File: config.mk
export PLATFORM = sky130hd
export DESIGN_NAME = s_axi_lite_regfile
export DESIGN_NICKNAME = d
export VERILOG_FILES = /design/src/rtl/s_axi_lite_regfile.sv
export SDC_FILE = /design/constraint.sdc
export NUM_CORES = 1
export LEC_CHECK = 0
export ABC_AREA = 1
export BUFFER_PORTS_ARGS = -buffer_cell sky130_fd_sc_hd__buf_4
export CAP_MARGIN = 20
export CORE_AREA = 2 2 443 445
export DETAILED_ROUTE_END_ITERATION = 10
export DIE_AREA = 0 0 445 447
export SLEW_MARGIN = 15
export SYNTH_ARGS = -nofsm -noshare
export SYNTH_HDL_FRONTEND = slang
export SYNTH_SLANG_ARGS = --single-unit
File: constraint.sdc
create_clock -name S_AXI_ACLK -period 4.88 [get_ports S_AXI_ACLK]
set_clock_uncertainty 0.1 [all_clocks]
set_input_delay 0.976 -clock S_AXI_ACLK [delete_from_list [all_inputs] [get_ports S_AXI_ACLK]]
set_output_delay 0.976 -clock S_AXI_ACLK [all_outputs]
set_load 0.01 [all_outputs]
File: src/rtl/s_axi_lite_regfile.sv
// AXI4-Lite slave register file: P_NUM_REGS word registers with byte-lane
// write merging, independent AW/W acceptance and optional read-only words
// sourced from fabric inputs. Out-of-range or read-only writes answer SLVERR.
module s_axi_lite_regfile #(
    parameter int                    P_S_AXI_DATA_WIDTH = 32,
    parameter int                    P_S_AXI_ADDR_WIDTH = 6,
    parameter int                    P_NUM_REGS         = 16,
    parameter logic [P_NUM_REGS-1:0] P_RO_MASK          = '0
) (
    input  logic                                     S_AXI_ACLK,
    input  logic                                     S_AXI_ARESET,
    input  logic [P_S_AXI_ADDR_WIDTH-1:0]            S_AXI_AWADDR,
    input  logic [2:0]                               S_AXI_AWPROT,
    input  logic                                     S_AXI_AWVALID,
    output logic                                     S_AXI_AWREADY,
    input  logic [P_S_AXI_DATA_WIDTH-1:0]            S_AXI_WDATA,
    input  logic [P_S_AXI_DATA_WIDTH/8-1:0]          S_AXI_WSTRB,
    input  logic                                     S_AXI_WVALID,
    output logic                                     S_AXI_WREADY,
    output logic [1:0]                               S_AXI_BRESP,
    output logic                                     S_AXI_BVALID,
    input  logic                                     S_AXI_BREADY,
    input  logic [P_S_AXI_ADDR_WIDTH-1:0]            S_AXI_ARADDR,
    input  logic [2:0]                               S_AXI_ARPROT,
    input  logic                                     S_AXI_ARVALID,
    output logic                                     S_AXI_ARREADY,
    output logic [P_S_AXI_DATA_WIDTH-1:0]            S_AXI_RDATA,
    output logic [1:0]                               S_AXI_RRESP,
    output logic                                     S_AXI_RVALID,
    input  logic                                     S_AXI_RREADY,
    output logic [P_NUM_REGS*P_S_AXI_DATA_WIDTH-1:0] O_REG_DATA,
    output logic [P_NUM_REGS-1:0]                    O_REG_WR,
    input  logic [P_NUM_REGS*P_S_AXI_DATA_WIDTH-1:0] I_RO_DATA
);
    localparam int LP_DW       = P_S_AXI_DATA_WIDTH;
    localparam int LP_AW       = P_S_AXI_ADDR_WIDTH;
    localparam int LP_STRB_W   = LP_DW / 8;
    localparam int LP_ADDR_LSB = $clog2(LP_STRB_W);
    localparam logic [LP_AW-1:0] LP_NUM_REGS = LP_AW'(P_NUM_REGS);
    localparam logic [1:0] LP_OKAY   = 2'b00;
    localparam logic [1:0] LP_SLVERR = 2'b10;

    logic                             aw_full, w_full;
    logic [LP_AW-1:0]                 aw_addr_q;
    logic [LP_DW-1:0]                 w_data_q;
    logic [LP_STRB_W-1:0]             w_strb_q;
    logic [P_NUM_REGS-1:0][LP_DW-1:0] regs_q;
    logic [P_NUM_REGS-1:0]            reg_wr_q;
    logic                             bvalid_q, rvalid_q;
    logic [1:0]                       bresp_q, rresp_q;
    logic [LP_DW-1:0]                 rdata_q;

    logic [LP_AW-1:0]      aw_idx, ar_idx;
    logic                  aw_ro, aw_ok, ar_in_range, commit;
    logic [P_NUM_REGS-1:0] wr_sel;
    logic [LP_DW-1:0]      ar_word;

    // PROT inputs carry no meaning for this block.
    logic unused_prot;
    assign unused_prot = ^{S_AXI_AWPROT, S_AXI_ARPROT};

    assign S_AXI_AWREADY = ~aw_full & ~bvalid_q;
    assign S_AXI_WREADY  = ~w_full & ~bvalid_q;
    assign S_AXI_ARREADY = ~rvalid_q;
    assign S_AXI_BVALID  = bvalid_q;
    assign S_AXI_BRESP   = bresp_q;
    assign S_AXI_RVALID  = rvalid_q;
    assign S_AXI_RRESP   = rresp_q;
    assign S_AXI_RDATA   = rdata_q;
    assign O_REG_DATA    = regs_q;
    assign O_REG_WR      = reg_wr_q;

    // Word index drops the byte-offset bits of the address.
    assign aw_idx      = aw_addr_q >> LP_ADDR_LSB;
    assign ar_idx      = S_AXI_ARADDR >> LP_ADDR_LSB;
    assign ar_in_range = ar_idx < LP_NUM_REGS;
    assign commit      = aw_full & w_full & ~bvalid_q;
    assign aw_ok       = (aw_idx < LP_NUM_REGS) & ~aw_ro;

    // Decode the buffered write address into per-register write selects.
    always_comb begin
        aw_ro  = 1'b0;
        wr_sel = '0;
        for (int i = 0; i < P_NUM_REGS; i++) begin
            if (aw_idx == LP_AW'(i)) begin
                aw_ro     = P_RO_MASK[i];
                wr_sel[i] = commit & ~P_RO_MASK[i];
            end
        end
    end

    // Read mux: RO words come straight from the fabric, out-of-range reads 0.
    always_comb begin
        ar_word = '0;
        for (int i = 0; i < P_NUM_REGS; i++) begin
            if (ar_idx == LP_AW'(i))
                ar_word = P_RO_MASK[i] ? I_RO_DATA[i*LP_DW +: LP_DW] : regs_q[i];
        end
    end

    // Write channel: AW/W buffering, commit, B response and write pulses.
    always_ff @(posedge S_AXI_ACLK) begin
        if (S_AXI_ARESET) begin
            aw_full   <= 1'b0;
            w_full    <= 1'b0;
            aw_addr_q <= '0;
            w_data_q  <= '0;
            w_strb_q  <= '0;
            bvalid_q  <= 1'b0;
            bresp_q   <= LP_OKAY;
            reg_wr_q  <= '0;
        end else begin
            reg_wr_q <= '0;
            if (S_AXI_AWVALID && S_AXI_AWREADY) begin
                aw_full   <= 1'b1;
                aw_addr_q <= S_AXI_AWADDR;
            end
            if (S_AXI_WVALID && S_AXI_WREADY) begin
                w_full   <= 1'b1;
                w_data_q <= S_AXI_WDATA;
                w_strb_q <= S_AXI_WSTRB;
            end
            if (commit) begin
                aw_full  <= 1'b0;
                w_full   <= 1'b0;
                bvalid_q <= 1'b1;
                bresp_q  <= aw_ok ? LP_OKAY : LP_SLVERR;
                reg_wr_q <= wr_sel;
            end else if (bvalid_q && S_AXI_BREADY) begin
                bvalid_q <= 1'b0;
            end
        end
    end

    // Register storage: byte-lane merge of committed write data.
    always_ff @(posedge S_AXI_ACLK) begin
        if (S_AXI_ARESET) begin
            regs_q <= '0;
        end else begin
            for (int i = 0; i < P_NUM_REGS; i++) begin
                if (wr_sel[i]) begin
                    for (int b = 0; b < LP_STRB_W; b++) begin
                        if (w_strb_q[b])
                            regs_q[i][b*8 +: 8] <= w_data_q[b*8 +: 8];
                    end
                end
            end
        end
    end

    // Read channel: register data/response on AR handshake, hold until RREADY.
    always_ff @(posedge S_AXI_ACLK) begin
        if (S_AXI_ARESET) begin
            rvalid_q <= 1'b0;
            rdata_q  <= '0;
            rresp_q  <= LP_OKAY;
        end else if (S_AXI_ARVALID && S_AXI_ARREADY) begin
            rvalid_q <= 1'b1;
            rdata_q  <= ar_in_range ? ar_word : '0;
            rresp_q  <= ar_in_range ? LP_OKAY : LP_SLVERR;
        end else if (rvalid_q && S_AXI_RREADY) begin
            rvalid_q <= 1'b0;
        end
    end

endmodule

==> results of run 1 <==
[state kept, by name (all words and copies together), names as in the netlist]
register      count
w_strb_q          4
w_full            1
S_AXI_RDATA      32
O_REG_WR         16
w_data_q         32
O_REG_DATA      512
S_AXI_BVALID      1
aw_full           1
S_AXI_RVALID      1
aw_addr_q         4
[metal layers]
metal  GRT usage [%]  share of wire [%]
met4           6.473                4.4
met3           5.564                 10
met5               0              0.053
met2           24.67                 44
met1           19.75                 41
[worst paths after layout]
kind	from	endpoint
max	S_AXI_ARADDR[2]	S_AXI_RDATA[14]$_SDFFE_PP0P_
min	O_REG_DATA[205]$_SDFFE_PP0P_	O_REG_DATA[205]$_SDFFE_PP0P_
max reg2reg	S_AXI_BVALID$_SDFFE_PP0P_	O_REG_DATA[104]$_SDFFE_PP0P_
min reg2reg	O_REG_DATA[205]$_SDFFE_PP0P_	O_REG_DATA[205]$_SDFFE_PP0P_
[worst min-delay path: cells and delay by family (launching register included)]
family,cells,cell delay (ns)
buffers and inverters,1,0.06
flip-flops,1,0.31
AO/OA/AOI/OAI,1,0.05
[logic make-up after synthesis]
group	count (synthesis)
simple gates	1653
flops	604
buf+inv	488
other cells	1
compound gates	842
[final cells by class]
type | instances | area (sq um)
diodes | 20 | 50.05
clock buffers | 104 | 2112
clock inverters | 28 | 367.9
fillers | 21933 | 158800
inverters | 209 | 789.5
multi-input cells | 2499 | 11380
flip-flops and latches | 604 | 12110
well taps | 2542 | 3181
repair buffers | 711 | 5440
[Yosys cell counts (all sizes together)]
cell type / instances
o211ai: 2
nand4: 80
nor3: 18
nand3: 394
or2: 1
nand2: 827
o21a: 1
dfxtp: 604
a21oi: 594
conb: 1
o21ai: 245
nor2: 333
buf: 65
clkinv: 1
inv: 208
clkbuf: 214
[placed cells by master (no fill, tap or decap), drive strengths merged, types with 20 or more instances in the layout]
| cell type | synthesis | final |
|---|---|---|
| a21oi | 594 | 594 |
| nand4 | 80 | 80 |
| clkinv | 1 | 21 |
| clkbuf | 214 | 104 |
| nand3 | 394 | 394 |
| o21ai | 245 | 245 |
| nor2 | 333 | 333 |
| buf | 65 | 711 |
| dfxtp | 604 | 604 |
| nand2 | 827 | 827 |
| diode | 0 | 20 |
| inv | 208 | 211 |
[power by group through the flow]
| stage | Clock [uW] | Combinational (uW) | Sequential (uW) |
|---|---|---|---|
| final | 5690 | 734 | 5190 |
| after global routing | 6020 | 786 | 5200 |
| after CTS | 5810 | 738 | 5190 |
| after detailed placement | 0 | 737 | 5300 |
| after global placement | 0 | 724 | 5300 |
| after floorplan | 0 | 435 | 5120 |
[per-stage QoR]
stage	worst slack, ns	instances
after CTS	1.413	6697
after global routing	1.273	6698
final	1.353	6717
after detailed placement	0.6712	6565
after floorplan	2.498	3591
after global placement	0.6429	6564
==> metrics.md, run 1 <==
| Metric | Value |
|---|---|
| Total wire length | 164900 microns |
| Crit. End Element | register |
| Worst Hold Path Cells | 2 |
| RSZ-0062 raised after global routing | no |
| IO buf count | 615 |
| Worst path cell trace | buf_4 > inv_2 > nand2_1 > nor2_2 > buf_4 > nand2_1 > o21ai_0 > nor2_1 > nand4_1 > nor2_1 > buf_4 > nand4_1 > nor2_1 > nand4_1 > nor2_1 > a21oi_1 |
| Setup-failing EPs final | 0 |
| Clock buffer depth | 3 |
| R2R depth | 6 |
| Post-synthesis simple-gate area fraction | 27.80% |
| Switch share | 27.57% |
| VDD IR max | 246.9 uV |
| Synth area leader | dfxtp_1 |
| Grt ovf | 0 |
| WP data required | 5.37 ns |
| Postcts setup bufs | 0 |
| DP Area | 32890 sq um |
| Fin nets | 4670 |
| Via count | 28237 |
| Drt via density | 4.204 |
| Routed Antenna Nets | 0 |
| Mapped cell area | 25240 sq um |
| First-pass GRT wire length | 219400 microns |
| Clk network pwr share | 49.0% |
| Post-Syn Area per Cell | 7.035 sq um |
| Final Cycle Share | 72.28% |
| Initial core utilization | 13.00% |
| Crit path top cell by count | nor2_1 |
| Die Span Y | 447 microns |
| Layout cell share with drive strength beyond 1 | 21.49% |
| WP data arrival | 4.02 ns |
| Rel. slew slack | 19.57% |
| Distinct cells, synth | 25 |
| Number of remaining DRC errors | 0 |
| Compound-cell area share of the yosys netlist | 16.72% |
| Clk sinks | 604 |
| Total track usage | 15.83% |
| Max-slew violation count | 0 |
| Die width | 445 microns |
| Min-Delay Path Class | register to register |
| Vias in the first global route | 26186 |
| H-tree level count | 3 |
| Yosys top cell area share | 47.90% |
| CTS clock-pin slew for the worst setup and hold paths | 0.06 ns |
| Synth Area in Adders | 0% |
| Post-synthesis sequential area ratio | 47.90% |
| Pint | 8413 uW |
| Max-cap violations | 0 |
| Crit path kind | input port to register |
| Ys Warns | 0 |
| Switch Pwr | 3203 uW |
| Per-cell routed wire length | 24.55 microns |
| Number of antenna violations at the first check in global routing | 22 |
| Rows | 162 |
| XOR/XNOR Fraction of Synth Area | 0% |
| Worst path slowest cell | nor2_2 |
| IO Pins | 1142 |
| Flop pwr share | 44.7% |
| CP Depth | 16 |
| Hold slack | 0.3667 ns |
| Mux cell area share after synthesis | 0% |
| DRC violation total after the first TritonRoute iteration | 2816 |
| Final setup TNS | 0 ns |
| Largest family of logic cells by synthesized area | simple AND/OR/NAND/NOR gates |
| Final min period | 3.527 ns |
| Combinational power share | 6.3% |
| Clk root buf | clkbuf_16 |
| Die area | 198900 sq um |
| Num CTS Buffers | 72 |
| Pwr Density | 327.9 nW/um^2 |
| Gate Count Post-Synth | 3588 |
| F_max | 283.5 MHz |
| Pin slew with the least headroom to its limit | 1.206 ns |
| TritonCTS clock tree | built |
| DP HPWL | 129200 microns |
| CP delay by family, top | simple AND/OR/NAND/NOR gates |
| Flop2flop setup slack | 1.44 ns |
| Placeable Area | 194200 sq um |
| Buf+Inv Stages, Crit Path | 4 |
| Core Util, Final | 18.24% |
| CP peak stage delay | 0.90 ns |
| Hold Violations, Final | 0 |
| # resized after CTS | 0 |
| Largest net degree at the start of global routing | 165 |
| Outcome | finished, final reports clean |
| Ranking of synthesized cells by area | dfxtp_1 (48%), nand2_1 (12%), a21oi_1 (12%), nand3_1 (7.8%), o21ai_0 (4.8%) |
| Synth Register Bits | 604 |
| Hold buffer count at CTS | 0 |
| Final Instance Area | 35420 sq um |
| P_leak | 0.01290 uW |
| Latest clock arrival within the worst-skew pair | 0.70 ns |
| Drt pass-1 iters | 6 |
| Gpl congestion | 0.8927 |
| Area grow syn2layout | 40.33% |
| Startpoint Class | input port |
| Top fanout value on the critical path | 14 |
| Design Power | 11620 uW |
(Power assumes the default switching activity.)
==> run 2: changes to the inputs <==
Settings changed: CORE_AREA 2 2 443 445 to 2 2 448 450, DIE_AREA 0 0 445 447 to 0 0 450 452.
Clock period 4.88 ns to 3.56 ns, I/O delays scaled along.
==> metrics.md, run 2 (synthesis gave the netlist of run 1 again) <==
| Metric | Value |
|---|---|
| DRC violation total after the first TritonRoute iteration | 2808 (-0.28%) |
| Max FFs per register | 512 (unchanged) |
| Pwr Density | 447.5 nW/um^2 (+36%) |
| Placed cell count | 6720 (+2.4%) |
| Area grow syn2layout | 43.44% |
| Fin nets | 4716 (+0.99%) |
| Core Util, Final | 18.23% (about the same) |
| RSZ-0062 raised after global routing | no |
| Initial core utilization | 12.71% (-0.29 points) |
| Crit path kind | register to register |
| Pin slew with the least headroom to its limit | 1.215 ns (+0.008757 ns) |
| Gpl congestion | 0.9018 (+1.0%) |
| Hold buffer count at CTS | 0 (unchanged) |
| Die Span Y | 452 microns (+1.1%) |
| Hold slack | 0.1714 ns (-0.1953 ns) |
| Top fanout value on the critical path | 15 (+1) |
| Largest net degree at the start of global routing | 146 (-12%) |
| TritonCTS clock tree | built |
| Post-route insts no fill | 6872 (+2.3%) |
| Clk sinks | 604 (unchanged) |
| P_leak | 0.01321 uW (+2.4%) |
| DP Worst Slack | 0.03483 ns (-0.6364 ns) |
| Startpoint Class | register |
| Die area | 203400 sq um (+2.3%) |
| Grt ovf | 0 (unchanged) |
| Latest clock arrival within the worst-skew pair | 0.70 ns (about the same) |
| Crit. End Element | register |
| IO Pins | 1142 (unchanged) |
| Total track usage | 15.44% (-0.39 points) |
| Clk root buf | clkbuf_16 |
| Number of antenna violations at the first check in global routing | 16 (-27%) |
| Clock buffer depth | 3 (unchanged) |
| PnR worst setup slack | 0.5613 ns (-0.7916 ns) |
| F_max | 333.5 MHz |
| Number of remaining DRC errors | 0 (unchanged) |
| Setup-failing EPs final | 0 (unchanged) |
| Num CTS Buffers | 75 (+4.2%) |
| Max-cap violations | 0 (unchanged) |
| Postcts setup bufs | 0 (unchanged) |
| Total wire length | 164000 microns (-0.56%) |
| Drt via density | 4.142 (-1.5%) |
| VDD IR max | 364.2 uV (+48%) |
| Rows | 164 (+1.2%) |
| Drt pass-1 iters | 6 (unchanged) |
| Commonest non-fill, non-tap cell in the layout | nand2_1 |
| Rel. slew slack | 18.99% (-0.58 points) |
| Vias in the first global route | 26704 (+2.0%) |
| IO buf count | 615 (unchanged) |
| Final min period | 2.999 ns |
| WP data arrival | 3.42 ns (-0.60 ns) |
| Die width | 450 microns (+1.1%) |
| Filler cells | 22495 (+2.6%) |
| H-tree level count | 3 (unchanged) |
| Final Cycle Share | 84.23% |
| WP data required | 3.98 ns (-1.39 ns) |
| Max-slew violation count | 0 (unchanged) |
| Most frequent cells in the layout | nand2_1 (823), buf_4 (725), dfxtp_1 (599) |
| Via count | 28464 (+0.80%) |
| CTS clock-pin slew for the worst setup and hold paths | 0.06 ns (about the same) |
| Placeable Area | 198600 sq um (+2.3%) |
| Per-cell routed wire length | 23.86 microns (-2.8%) |
| Hold Violations, Final | 0 (unchanged) |
| First-pass GRT wire length | 220400 microns (+0.44%) |
| Final setup TNS | 0 ns (unchanged) |
| Layout cell share with drive strength beyond 1 | 22.41% (+0.92 points) |
| Routed Antenna Nets | 0 (unchanged) |
| # resized after CTS | 0 (unchanged) |
| Min-Delay Path Class | input port to register |
| Outcome | finished, final reports clean |
| DP HPWL | 130000 microns (+0.58%) |
==> run 2: cell types whose count changed in the layout (fill, tap and decap cells not counted), sizes merged <==
cell      delta
buf         +43
diode        -8
clkinv       -5
inv          +5
clkinvlp     +4
clkbuf       +3
bufinv       -1
==> run 2: cell type report <==
type / instances / area [sq um] / area share (%)
inverters: 209 / 789.5 / 2.180
repair buffers: 754 / 5998 / 16.57
clock buffers: 107 / 2188 / 6.044
diodes: 12 / 30.03 / 0.08293
multi-input cells: 2499 / 11370 / 31.40
clock inverters: 31 / 400.4 / 1.106
flip-flops and latches: 604 / 12110 / 33.44
well taps: 2656 / 3323 / 9.178
==> run 2: metrics by stage <==
stage                     power, uW  cell area (sq um)
after floorplan                7616              25250
after global placement         8299              33530
after detailed placement       8314              33560
after CTS                     16380              36150
after global routing          16710              36180
final                         16200              36210
==> run 2: final timing paths <==
check / start / end / slack [ns] / cells after the start
worst max register to register: S_AXI_BVALID$_SDFFE_PP0P_ / O_REG_DATA[253]$_SDFFE_PP0P_ / 0.56 / 6
worst min register to register: O_REG_DATA[115]$_SDFFE_PP0P_ / O_REG_DATA[115]$_SDFFE_PP0P_ / 0.37 / 2
worst min-delay path: S_AXI_BREADY / S_AXI_BVALID$_SDFFE_PP0P_ / 0.17 / 4
worst max-delay path: S_AXI_BVALID$_SDFFE_PP0P_ / O_REG_DATA[253]$_SDFFE_PP0P_ / 0.56 / 6
==> run 2: worst max-delay path, stage by stage, from the launching register on <==
cell	delay, ns
dfxtp_1	0.38
nor3_4	0.28
nand3_2	0.27
nor2_2	0.67
nand2_1	0.67
o21ai_0	0.36
a21oi_1	0.06
==> run 2: metal layers <==
metal	GRT usage (%)	up-vias	share of wire, %
met5	0	-	0.072
li1	-	13020	-
met1	19.04	13580	40
met3	5.434	268	11
met2	24.56	1578	45
met4	5.878	18	4.0
==> run 2: power by group <==
part           switching, uW  internal [uW]  total [uW]
Sequential               297           6830        7120
Clock                   3450           4590        8040
Combinational            770            268        1040
